## src/rtl/rom_fetch_ctrl.sv

```systemverilog
// Instruction fetch controller for an asynchronous program ROM, with a
// debug read port that shares the ROM and can steal a slot after starving.
module rom_fetch_ctrl #(
  parameter logic [7:0] RESET_PC   = 8'd0,
  parameter int         STARVE_MAX = 4,
  parameter int         DATA_W     = 35
) (
  input  logic              clock,
  input  logic              reset_n,
  output logic [7:0]        rom_addr,
  input  logic [DATA_W-1:0] rom_data,
  output logic [DATA_W-1:0] instr,
  output logic [7:0]        instr_pc,
  output logic              instr_valid,
  input  logic              cpu_ready,
  input  logic              jump_en,
  input  logic [7:0]        jump_addr,
  input  logic              halt,
  input  logic              dbg_req,
  input  logic [7:0]        dbg_addr,
  output logic [DATA_W-1:0] dbg_data,
  output logic              dbg_valid
);

  typedef enum logic {RUN, HALTED} state_t;

  state_t             state;
  logic [7:0]         pc_p0;
  logic [2:0]         starve_cnt;
  logic [DATA_W-1:0]  instr_p1;
  logic [7:0]         instr_pc_p1;
  logic               vld_p1;
  logic [DATA_W-1:0]  dbg_data_p1;
  logic               dbg_vld_p1;

  logic fetch_slot;
  logic starved;
  logic grant;
  logic jump_take;
  logic consume;
  logic fetch;

  function automatic logic [2:0] sat_inc3(input logic [2:0] v);
    return (v == 3'd7) ? v : v + 3'd1;
  endfunction

  // Stage p0: slot arbitration and combinational ROM address
  always_comb begin
    consume    = vld_p1 && cpu_ready;
    jump_take  = jump_en && consume;
    fetch_slot = (state == RUN) && !halt && (!vld_p1 || cpu_ready);
    starved    = int'({29'd0, starve_cnt}) >= STARVE_MAX;
    grant      = dbg_req && !dbg_vld_p1 && (!fetch_slot || starved);
    fetch      = fetch_slot && !grant;
    if (grant)
      rom_addr = dbg_addr;
    else if (jump_take)
      rom_addr = jump_addr;
    else
      rom_addr = pc_p0;
  end

  // Stage p1: registered instruction, debug data and control state
  always_ff @(posedge clock or negedge reset_n) begin
    if (!reset_n) begin
      state       <= RUN;
      pc_p0       <= RESET_PC;
      starve_cnt  <= 3'd0;
      instr_p1    <= '0;
      instr_pc_p1 <= 8'd0;
      vld_p1      <= 1'b0;
      dbg_data_p1 <= '0;
      dbg_vld_p1  <= 1'b0;
    end else begin
      state <= halt ? HALTED : RUN;

      if (fetch) begin
        // A jump shows up here through rom_addr, giving a zero-bubble redirect
        instr_p1    <= rom_data;
        instr_pc_p1 <= rom_addr;
        vld_p1      <= 1'b1;
        pc_p0       <= rom_addr + 8'd1;
      end else if (jump_take) begin
        pc_p0  <= jump_addr;
        vld_p1 <= 1'b0;
      end else if (consume) begin
        vld_p1 <= 1'b0;
      end

      if (grant) begin
        dbg_data_p1 <= rom_data;
        dbg_vld_p1  <= 1'b1;
      end else begin
        dbg_vld_p1  <= 1'b0;
      end

      // Count only cycles where the request was eligible but lost the slot
      if (grant || !dbg_req)
        starve_cnt <= 3'd0;
      else if (!dbg_vld_p1)
        starve_cnt <= sat_inc3(starve_cnt);
    end
  end

  assign instr       = instr_p1;
  assign instr_pc    = instr_pc_p1;
  assign instr_valid = vld_p1;
  assign dbg_data    = dbg_data_p1;
  assign dbg_valid   = dbg_vld_p1;

endmodule

```

## config.mk

```make
export PLATFORM = sky130hd
export DESIGN_NAME = rom_fetch_ctrl
export DESIGN_NICKNAME = d
export VERILOG_FILES = /design/src/rtl/rom_fetch_ctrl.sv
export SDC_FILE = /design/constraint.sdc
export NUM_CORES = 1
export LEC_CHECK = 0
export BUFFER_PORTS_ARGS = -buffer_cell sky130_fd_sc_hd__clkbuf_2
export CAP_MARGIN = 20
export CORE_MARGIN = 8
export CORE_UTILIZATION = 35
export DETAILED_ROUTE_END_ITERATION = 10
export GPL_TIMING_DRIVEN = 0
export HOLD_SLACK_MARGIN = 0.08
export RECOVER_POWER = 50
export SYNTH_ARGS = -nofsm -noshare
export SYNTH_HDL_FRONTEND = slang
export SYNTH_SLANG_ARGS = --single-unit
```

## constraint.sdc

```tcl
create_clock -name clock -period 3.22 [get_ports clock]
set_input_delay 0.644 -clock clock [delete_from_list [all_inputs] [get_ports clock]]
set_output_delay 0.644 -clock clock [all_outputs]
set_load 0.02 [all_outputs]
```

# Yosys cells after proc, flatten, opt, wreduce, memory -nomap -nowiden
# Index checks and enable logic that the tools add are counted.
# op_classes
addsub	2
n_lt_le_gt_ge	1
eq_ne	3
n_mux	11
bitwise	1
n_reduce_logical	18
# ops
operator	n
$mux W8	3
$mux W3	3
$add A8 B1 Y8 const B	1
$logic_and A1 B1 Y1	7
$logic_not A1 Y1	6
$mux W1	5
$add A3 B1 Y3 const B	1
$eq A3 B3 Y1 const B	1
$ge A3 B3 Y1 const B	1
$logic_or A1 B1 Y1	3
$reduce_bool A3 Y1	1
$ne A2 B1 Y1 const B	1
$ne A2 B2 Y1 const B	1
$reduce_and A2 Y1	1
$not A1 Y1	1
# totals
ff_bits	92
inputBits	57
output_inout_bits	88

# Longest topological paths before layout
# Gate-level depths: netlist (run 1).
# logic_depth
word_depth	9
ltp_mapped	10
depth_no_buf	8

# Worst setup path before layout (run 1)
# OpenSTA, ideal clock, no wires.
# synth_path
path_type	input to register
start	input port halt
end	register pc_p0[6]
setup_ns	0.134
t_arrival_ns	2.644
required_ns	3.086
slack_ns	0.442
stages	9
n_path_buf	2
path_cell_list	o41ai_4 -> buf_4 -> clkbuf_1 -> nor2_1 -> a21oi_1 -> ha_1 -> and3_1 -> nand3_1 -> xor2_1
# synth_between
elab_chain_cells	9
elab_cells_between_ends	11
cone_classes	add/sub (1); mux (2); reduce/logical (8)
# synth_rtl
element	line	source
start: declaration	18	input logic halt,
$logic_not A1 Y1	51	fetch_slot = (state == RUN) && !halt && (!vld_p1 || cpu_ready);
$logic_and A1 B1 Y1 (2 in a row)	51	
$logic_not A1 Y1	53	grant = dbg_req && !dbg_vld_p1 && (!fetch_slot || starved);
$logic_or A1 B1 Y1	53	
$logic_and A1 B1 Y1	53	
$mux W8	55	if (grant)
named net rom_addr[0]	10	output logic [7:0] rom_addr,
$add A8 B1 Y8	82	pc_p0 <= rom_addr + 8'd1;
$mux W8	77	if (fetch) begin
end signal: assignment	82	
end signal: assignment	84	pc_p0 <= jump_addr;
end: declaration	28	logic [7:0] pc_p0;
# The timed path passes the listed nets, and every way through them passes these cells.
# A chain may end at the register's enable or synchronous reset.

# Final worst setup path (run 1)
# layout_path
start	register starve_cnt[2]
end	output port rom_addr[0]
# layout_between
elab_chain_cells	4
# layout_rtl
element	line	source
start: declaration	29	logic [2:0] starve_cnt;
start signal: assignment	101	starve_cnt <= sat_inc3(starve_cnt);
$ge A3 B3 Y1	52	starved = int'({29'd0, starve_cnt}) >= STARVE_MAX;
$logic_or A1 B1 Y1	53	
$logic_and A1 B1 Y1	53	
$mux W8	55	
end: declaration	10	
# Every way passes these cells.

==> summary.txt, run 1 <==
Critical path
  • Arrival time worst endpoint: 2320 ps
  • Crit path max fanout: 19
  • Req. time, crit path: 2580 ps
  • Critical Setup Path Class: reg2out
  • Most frequent CP cell: clkbuf_2
  • Slowest-stage cell, CP: dfrtp_1
  • Max stage delay on crit path: 500 ps
  • Startpoint Class: register
  • CP endpoint kind: output pin
  • Crit-path cells: o41ai_4, buf_4, clkbuf_2, a21oi_1, clkbuf_2
  • Worst path bufs/invs: 3
  • Crit path max-delay family: buffers and inverters

Yosys
  • Post-synth EDFFs: 0
  • Syn Std Cell Area: 0.00386 mm2
  • Register bit total from synthesis: 92
  • Yosys top cell by area: dfrtp_1
  • Post-synthesis sequential area ratio: 59.6%
  • Syn nets: 473
  • Synth warnings: 0
  • Most common cell in the netlist: nand2_1
  • Mapped Cells: 413
  • Synth top area share: 59.6%
  • FFs w/ async S/R, synth: 100%
  • Syn_area_per_cell: 9.35 um2
  • Main area contributors after synthesis: dfrtp_1, nand2_1, mux2i_1
  • Synth cell types: 35
  • Ys flop type: dfrtp_1
  • Top cells by count, synth: nand2_1, dfrtp_1, clkbuf_1

Route
  • Via/cell ratio: 4.61
  • Wirelength per Cell: 15.4 um
  • Final WL: 11000 um
  • DRC: 0
  • DR pass1 iterations: 4
  • Final ANT Viol Nets: 0
  • Via count: 3290
  • Initial drt markers: 112

Clock network
  • Clock Pin Slew Worst Setup and Hold Paths: 90 ps
  • Skew-Pair Late Insertion Delay: 350 ps
  • Post-cts repair resize count: 1
  • Total CTS buffers: 9
  • CTS root buf: clkbuf_8
  • Htree depth: 3
  • CTS Hold Bufs: 0
  • Post CTS Setup Buffer Count: 0
  • CTS Buffer Depth: 2
  • CTS tree: done
  • Clock sink count: 92

Finish
  • P&R area growth vs syn: 28.4%
  • Share of layout cells above drive strength 1: 23.9%
  • Final core utilization: 45.9%
  • Filler Cell Count: 1122
  • Inserted Diodes: 0
  • Nets: 628

STA
  • RSZ-0062 raised after global routing: no
  • Worst slew pin tran: 2400 ps
  • Fmax: 0.337 GHz
  • Slew HR: -59.8%
  • Final TNS setup: 0 ps
  • Hold violation count in the final report: 0
  • Final slew viol count: 41
  • Final period util: 92.1%
  • Max Clock Skew: 12.5 ps
  • Setup violations, final: 0
  • Post-layout min period: 2970 ps

Global route
  • Antenna violations before repair: 0
  • Vias in the first global route: 3511
  • Largest net degree at the start of global routing: 53
  • Gr usage total: 15.3%
  • First-pass GRT wire length: 17900 um
  • GRT overflow: 0

Die
  • Starting Density: 35.8%
  • Die area: 0.0147 mm2
  • Core area: 0.0108 mm2
  • Die Ht: 121 um
  • Standard-cell rows: 38
  • Ports: 145
  • Floorplan die width: 121 um

Status
  • Violated checks: max-capacitance violations, max-slew violations
  • Status: finished, violations left

Placed design
  • HPWL Detailed: 8350 um
  • Port bufs: 144
  • Gp weighted congestion: 0.817

Power
  • IR drop worst, VDD: 0.283 mV
  • Pleak: 2.68 nW
  • Power Dens Cells: 694 mW/mm2

Min path
  • Hold WC Path Type: reg2reg

Run
  • MaxCap Viol Count: 1
worst reg2reg max path: cells and delay by family, from the launching register on:
kind / cells / cell delay, ps
AOI/OAI and AO/OA: 3 / 890
buffers and inverters: 2 / 650
DFF: 1 / 500
adders and majority gates: 1 / 270
and+or+nand+nor: 1 / 180
per-layer routing:
layer	GRT usage [%]	vias to the layer above	routed length (um)
li1	-	1616	-
met1	19.3	1578	4800
met2	24.2	87	5230
met3	4.89	9	854
met4	5.62	0	118
met5	0	-	0
stage by stage:
stage / cell area, um2 / instances / total power [mW] / setup slack, ps / hold WS, ps
2_1_floorplan: 3860 / 413 / 2.19 / 442 / 348
3_3_place_gp: 4760 / 697 / 2.60 / 45.2 / 458
3_5_place_dp: 4790 / 698 / 2.63 / 7.78 / 462
4_1_cts: 5020 / 714 / 3.52 / 26.6 / 324
5_1_grt: 4960 / 713 / 3.66 / 67.4 / 484
6_report: 4960 / 713 / 3.44 / 253 / 481
kinds of logic after synthesis:
| group | count (synthesis) | synth area share (%) |
|---|---|---|
| flip-flops | 92 | 59.6 |
| buffers and inverters | 23 | 2.62 |
| multiplexers | 19 | 5.51 |
| AO/OA/AOI/OAI | 23 | 4.96 |
| adder cells (fa/ha/maj) | 3 | 0.972 |
| AND/OR/NAND/NOR | 249 | 25.4 |
| XOR/XNOR | 4 | 0.907 |
flip-flops by register name, indices dropped and copies added (netlist names):
register,cells
dbg_data,35
dbg_valid,1
instr,35
instr_pc,8
instr_valid,1
pc_p0,8
starve_cnt,3
state,1
path summary, 6_finish.rpt:
path	startpoint	endpoint	slack (ps)	depth (start not counted)
worst max-delay path	starve_cnt[2]$_DFFE_PN0P_	rom_addr[0]	250	5
worst min-delay path	dbg_data[9]$_DFFE_PN0P_	dbg_data[9]$_DFFE_PN0P_	480	2
worst max register to register	starve_cnt[2]$_DFFE_PN0P_	pc_p0[4]$_DFF_PN0_	620	7
worst min register to register	dbg_data[9]$_DFFE_PN0P_	dbg_data[9]$_DFFE_PN0P_	480	2
max in group asynchronous	reset_n	dbg_data[0]$_DFFE_PN0P_	830	1
min in group asynchronous	reset_n	starve_cnt[2]$_DFFE_PN0P_	1010	1
power by group:
| part | total, mW | internal, mW | switching, mW |
|---|---|---|---|
| registers | 1.51 | 1.39 | 0.124 |
| logic | 1.05 | 0.342 | 0.707 |
| clock network | 0.883 | 0.483 | 0.400 |
| total | 3.44 | 2.21 | 1.23 |
cell usage in the layout, fill, tap and decap left out, types with 2 or more instances in the layout:
cell,n
clkbuf_2,103
a311oi_1,2
a21o_1,2
nor3b_1,2
bufinv_16,2
nor2b_1,2
o21ai_0,6
xnor2_1,2
xor2_1,2
mux2i_1,10
ha_1,3
clkbuf_8,11
nor2b_2,2
clkbuf_1,57
buf_2,3
inv_1,2
mux2_2,8
a21oi_1,6
nor2_1,8
nand2_1,223
and2_1,2
dfrtp_1,92
a22oi_1,2
nand3_1,3
nand4_1,2
cell type report:
cell class / count / area, um2 / area share (%)
inverter: 3 / 11.3 / 0.227
clock inverter: 3 / 68.8 / 1.39
clock buffer: 13 / 159 / 3.20
tap: 140 / 175 / 3.53
multi-input combinational: 298 / 1460 / 29.4
sequential: 92 / 2300 / 46.4
buffer: 19 / 87.6 / 1.77
timing repair buffer: 145 / 696 / 14.0
(Power assumes the default switching activity.)
==> run 2: changes to the inputs <==
==> constraint.sdc (replaced) <==
create_clock -name clock -period 2.5 [get_ports clock]
set_input_delay 0.5 -clock clock [delete_from_list [all_inputs] [get_ports clock]]
set_output_delay 0.5 -clock clock [all_outputs]
set_load 0.02 [all_outputs]
==> summary.txt, run 2 (synthesized netlist as in run 1, its figures left out) <==
Critical path
  • Slowest-stage cell, CP: dfrtp_2 (was dfrtp_1)
  • R2R Setup Slk: 190 ps (was 620 ps)
  • Crit-path cells: o41ai_4, buf_6, clkbuf_16, nor2_4, a21oi_4, clkbuf_8 (was o41ai_4, buf_4, clkbuf_2, a21oi_1, clkbuf_2)
  • CP endpoint kind: output pin (unchanged)
  • Startpoint Class: register (unchanged)
  • Critical Setup Path Class: reg2out (unchanged)
  • Req. time, crit path: 2000 ps (was 2580 ps)
  • Arrival time worst endpoint: 1930 ps (was 2320 ps)
  • Crit path launch: starve_cnt[2]$_DFFE_PN0P_ (unchanged)
  • Worst r2r src: starve_cnt[2]$_DFFE_PN0P_ (unchanged)
  • Crit path max fanout: 8 (was 19)
  • Crit path max-delay family: buffers and inverters (unchanged)
  • Worst path bufs/invs: 3 (unchanged)
  • Max stage delay on crit path: 460 ps (was 500 ps)
  • R2R cell count: 10 (was 7)
  • Reg-to-reg endpoint: pc_p0[6]$_DFF_PN0_ (was pc_p0[4]$_DFF_PN0_)

Clock network
  • Htree depth: 3 (unchanged)
  • CTS root buf: clkbuf_8 (unchanged)
  • Clock sink count: 92 (unchanged)
  • Clock Pin Slew Worst Setup and Hold Paths: 80 ps (was 90 ps)
  • CTS tree: done (unchanged)
  • Total CTS buffers: 9 (unchanged)
  • Skew-Pair Late Insertion Delay: 360 ps (was 350 ps)
  • CTS Buffer Depth: 2 (unchanged)

Global route
  • GRT overflow: 0 (unchanged)
  • Vias in the first global route: 3562 (was 3511)
  • Largest net degree at the start of global routing: 50 (was 53)
  • Antenna violations before repair: 0 (unchanged)
  • First-pass GRT wire length: 18400 um (was 17900 um)
  • Gr usage total: 15.8% (was 15.3%)

Route
  • DR pass1 iterations: 4 (unchanged)
  • Initial drt markers: 172 (was 112)
  • Via/cell ratio: 4.64 (was 4.61)
  • Final ANT Viol Nets: 0 (unchanged)
  • Wirelength per Cell: 15.8 um (was 15.4 um)
  • DRC: 0 (unchanged)
  • Via count: 3379 (was 3290)
  • Final WL: 11500 um (was 11000 um)

Finish
  • Nets: 644 (was 628)
  • Share of layout cells above drive strength 1: 27.0% (was 23.9%)
  • Filler Cell Count: 1084 (was 1122)
  • Inserted Diodes: 0 (unchanged)
  • P&R area growth vs syn: 33.5% (was 28.4%)
  • Fin area: 0.00516 mm2 (was 0.00496 mm2)
  • Most frequent cells in the layout: nand2_1, clkbuf_2, dfrtp_1 (unchanged)
  • Commonest non-fill, non-tap cell in the layout: nand2_1 (unchanged)

Placed design
  • Placed cell area: 0.00480 mm2 (was 0.00479 mm2)
  • HPWL Detailed: 8350 um (about the same)
  • Port bufs: 144 (unchanged)
  • Gp weighted congestion: 0.737 (was 0.817)

STA
  • Final period util: 97.1%
  • Setup violations, final: 0 (unchanged)
  • RSZ-0062 raised after global routing: no (unchanged)
  • Worst slew pin tran: 1110 ps (was 2400 ps)
  • Fmax: 0.412 GHz
  • Post-layout min period: 2430 ps
  • Final slew viol count: 0 (was 41)
  • Hold violation count in the final report: 0 (unchanged)
  • Slew HR: 26.1% (was -59.8%)
  • Max Clock Skew: 7.70 ps (was 12.5 ps)

Die
  • Die Ht: 121 um (unchanged)
  • Ports: 145 (unchanged)
  • Core area: 0.0108 mm2 (unchanged)
  • Floorplan die width: 121 um (unchanged)
  • Standard-cell rows: 38 (unchanged)
  • Die area: 0.0147 mm2 (unchanged)
  • Starting Density: 35.8% (unchanged)

Run
  • MaxCap Viol Count: 0 (was 1)

Status
  • Status: completed (was finished, violations left)

Min path
  • Hold WC Path Type: in2async (was reg2reg)

Power
  • IR drop worst, VDD: 0.338 mV (was 0.283 mV)
  • Power Dens Cells: 865 mW/mm2 (was 694 mW/mm2)
  • Total power: 4.46 mW (was 3.44 mW)
  • Pleak: 2.78 nW (was 2.68 nW)
==> run 2: changes by cell type in the layout (fill, tap and decap cells not counted), sizes merged <==
| cell | change |
|---|---|
| buf | +16 |
| clkbuf | -1 |
| clkinvlp | +1 |
| bufinv | -1 |
| clkinv | +1 |
==> run 2: worst max-delay path by stage <==
stage | depth (start not counted) | to
6_report | 6 | rom_addr[0]
5_1_grt | 6 | rom_addr[0]
4_1_cts | 7 | rom_addr[0]
3_5_place_dp | 8 | pc_p0[4]$_DFF_PN0_
3_3_place_gp | 8 | pc_p0[4]$_DFF_PN0_
2_1_floorplan | 10 | pc_p0[6]$_DFF_PN0_
==> run 2: power breakdown <==
group          switching [mW]  internal, mW  leakage [nW]
Sequential              0.160          1.78          1.13
Combinational           0.952         0.532          1.55
Clock                   0.517         0.514         0.102
Total                    1.63          2.83          2.78
==> run 2: layout make-up <==
cell class / instances / area, um2 / area share [%]
sequential: 92 / 2300 / 44.7
multi-input combinational: 298 / 1520 / 29.4
timing repair buffer: 160 / 818 / 15.9
tap: 140 / 175 / 3.40
clock buffer: 12 / 155 / 3.01
buffer: 20 / 131 / 2.55
clock inverter: 4 / 47.5 / 0.922
inverter: 3 / 11.3 / 0.218
==> run 2: metrics by stage <==
stage	hold slack (ps)	setup WS (ps)	TNS (ps)	utilization (%)	instances
3_3_place_gp	458	-330	-18600	44.2	697
2_1_floorplan	204	58.4	0	-	413
6_report	330	72.7	0	47.8	729
4_1_cts	190	-29.3	-38.3	47.9	723
3_5_place_dp	461	-313	-1530	44.4	698
5_1_grt	339	0.240	0	47.8	729
==> run 2: layer usage <==
layer	track usage [%]	up-vias	part of all wire, %
li1	-	1647	-
met1	19.5	1602	44
met2	25.0	116	46
met3	5.07	14	8.5
met4	6.56	0	1.7
met5	0	-	0
==> run 2: worst register-to-register path, delay by kind of cell (launching register included) <==
| family | cells | cell delay [ps] |
|---|---|---|
| XOR/XNOR | 1 | 170 |
| AND/OR/NAND/NOR | 3 | 340 |
| buffers and inverters | 3 | 500 |
| AO/OA/AOI/OAI | 2 | 530 |
| adder cells (fa/ha/maj) | 1 | 190 |
| flip-flops | 1 | 460 |
==> run 2: what timing repair did <==
action	4_1_cts	5_1_grt
hold endpoints to repair	0	0
setup buffers	9	6
pin swaps	1	1
endpoints found under the setup margin	11	9
hold buffers	0	0
resized for setup	24	6
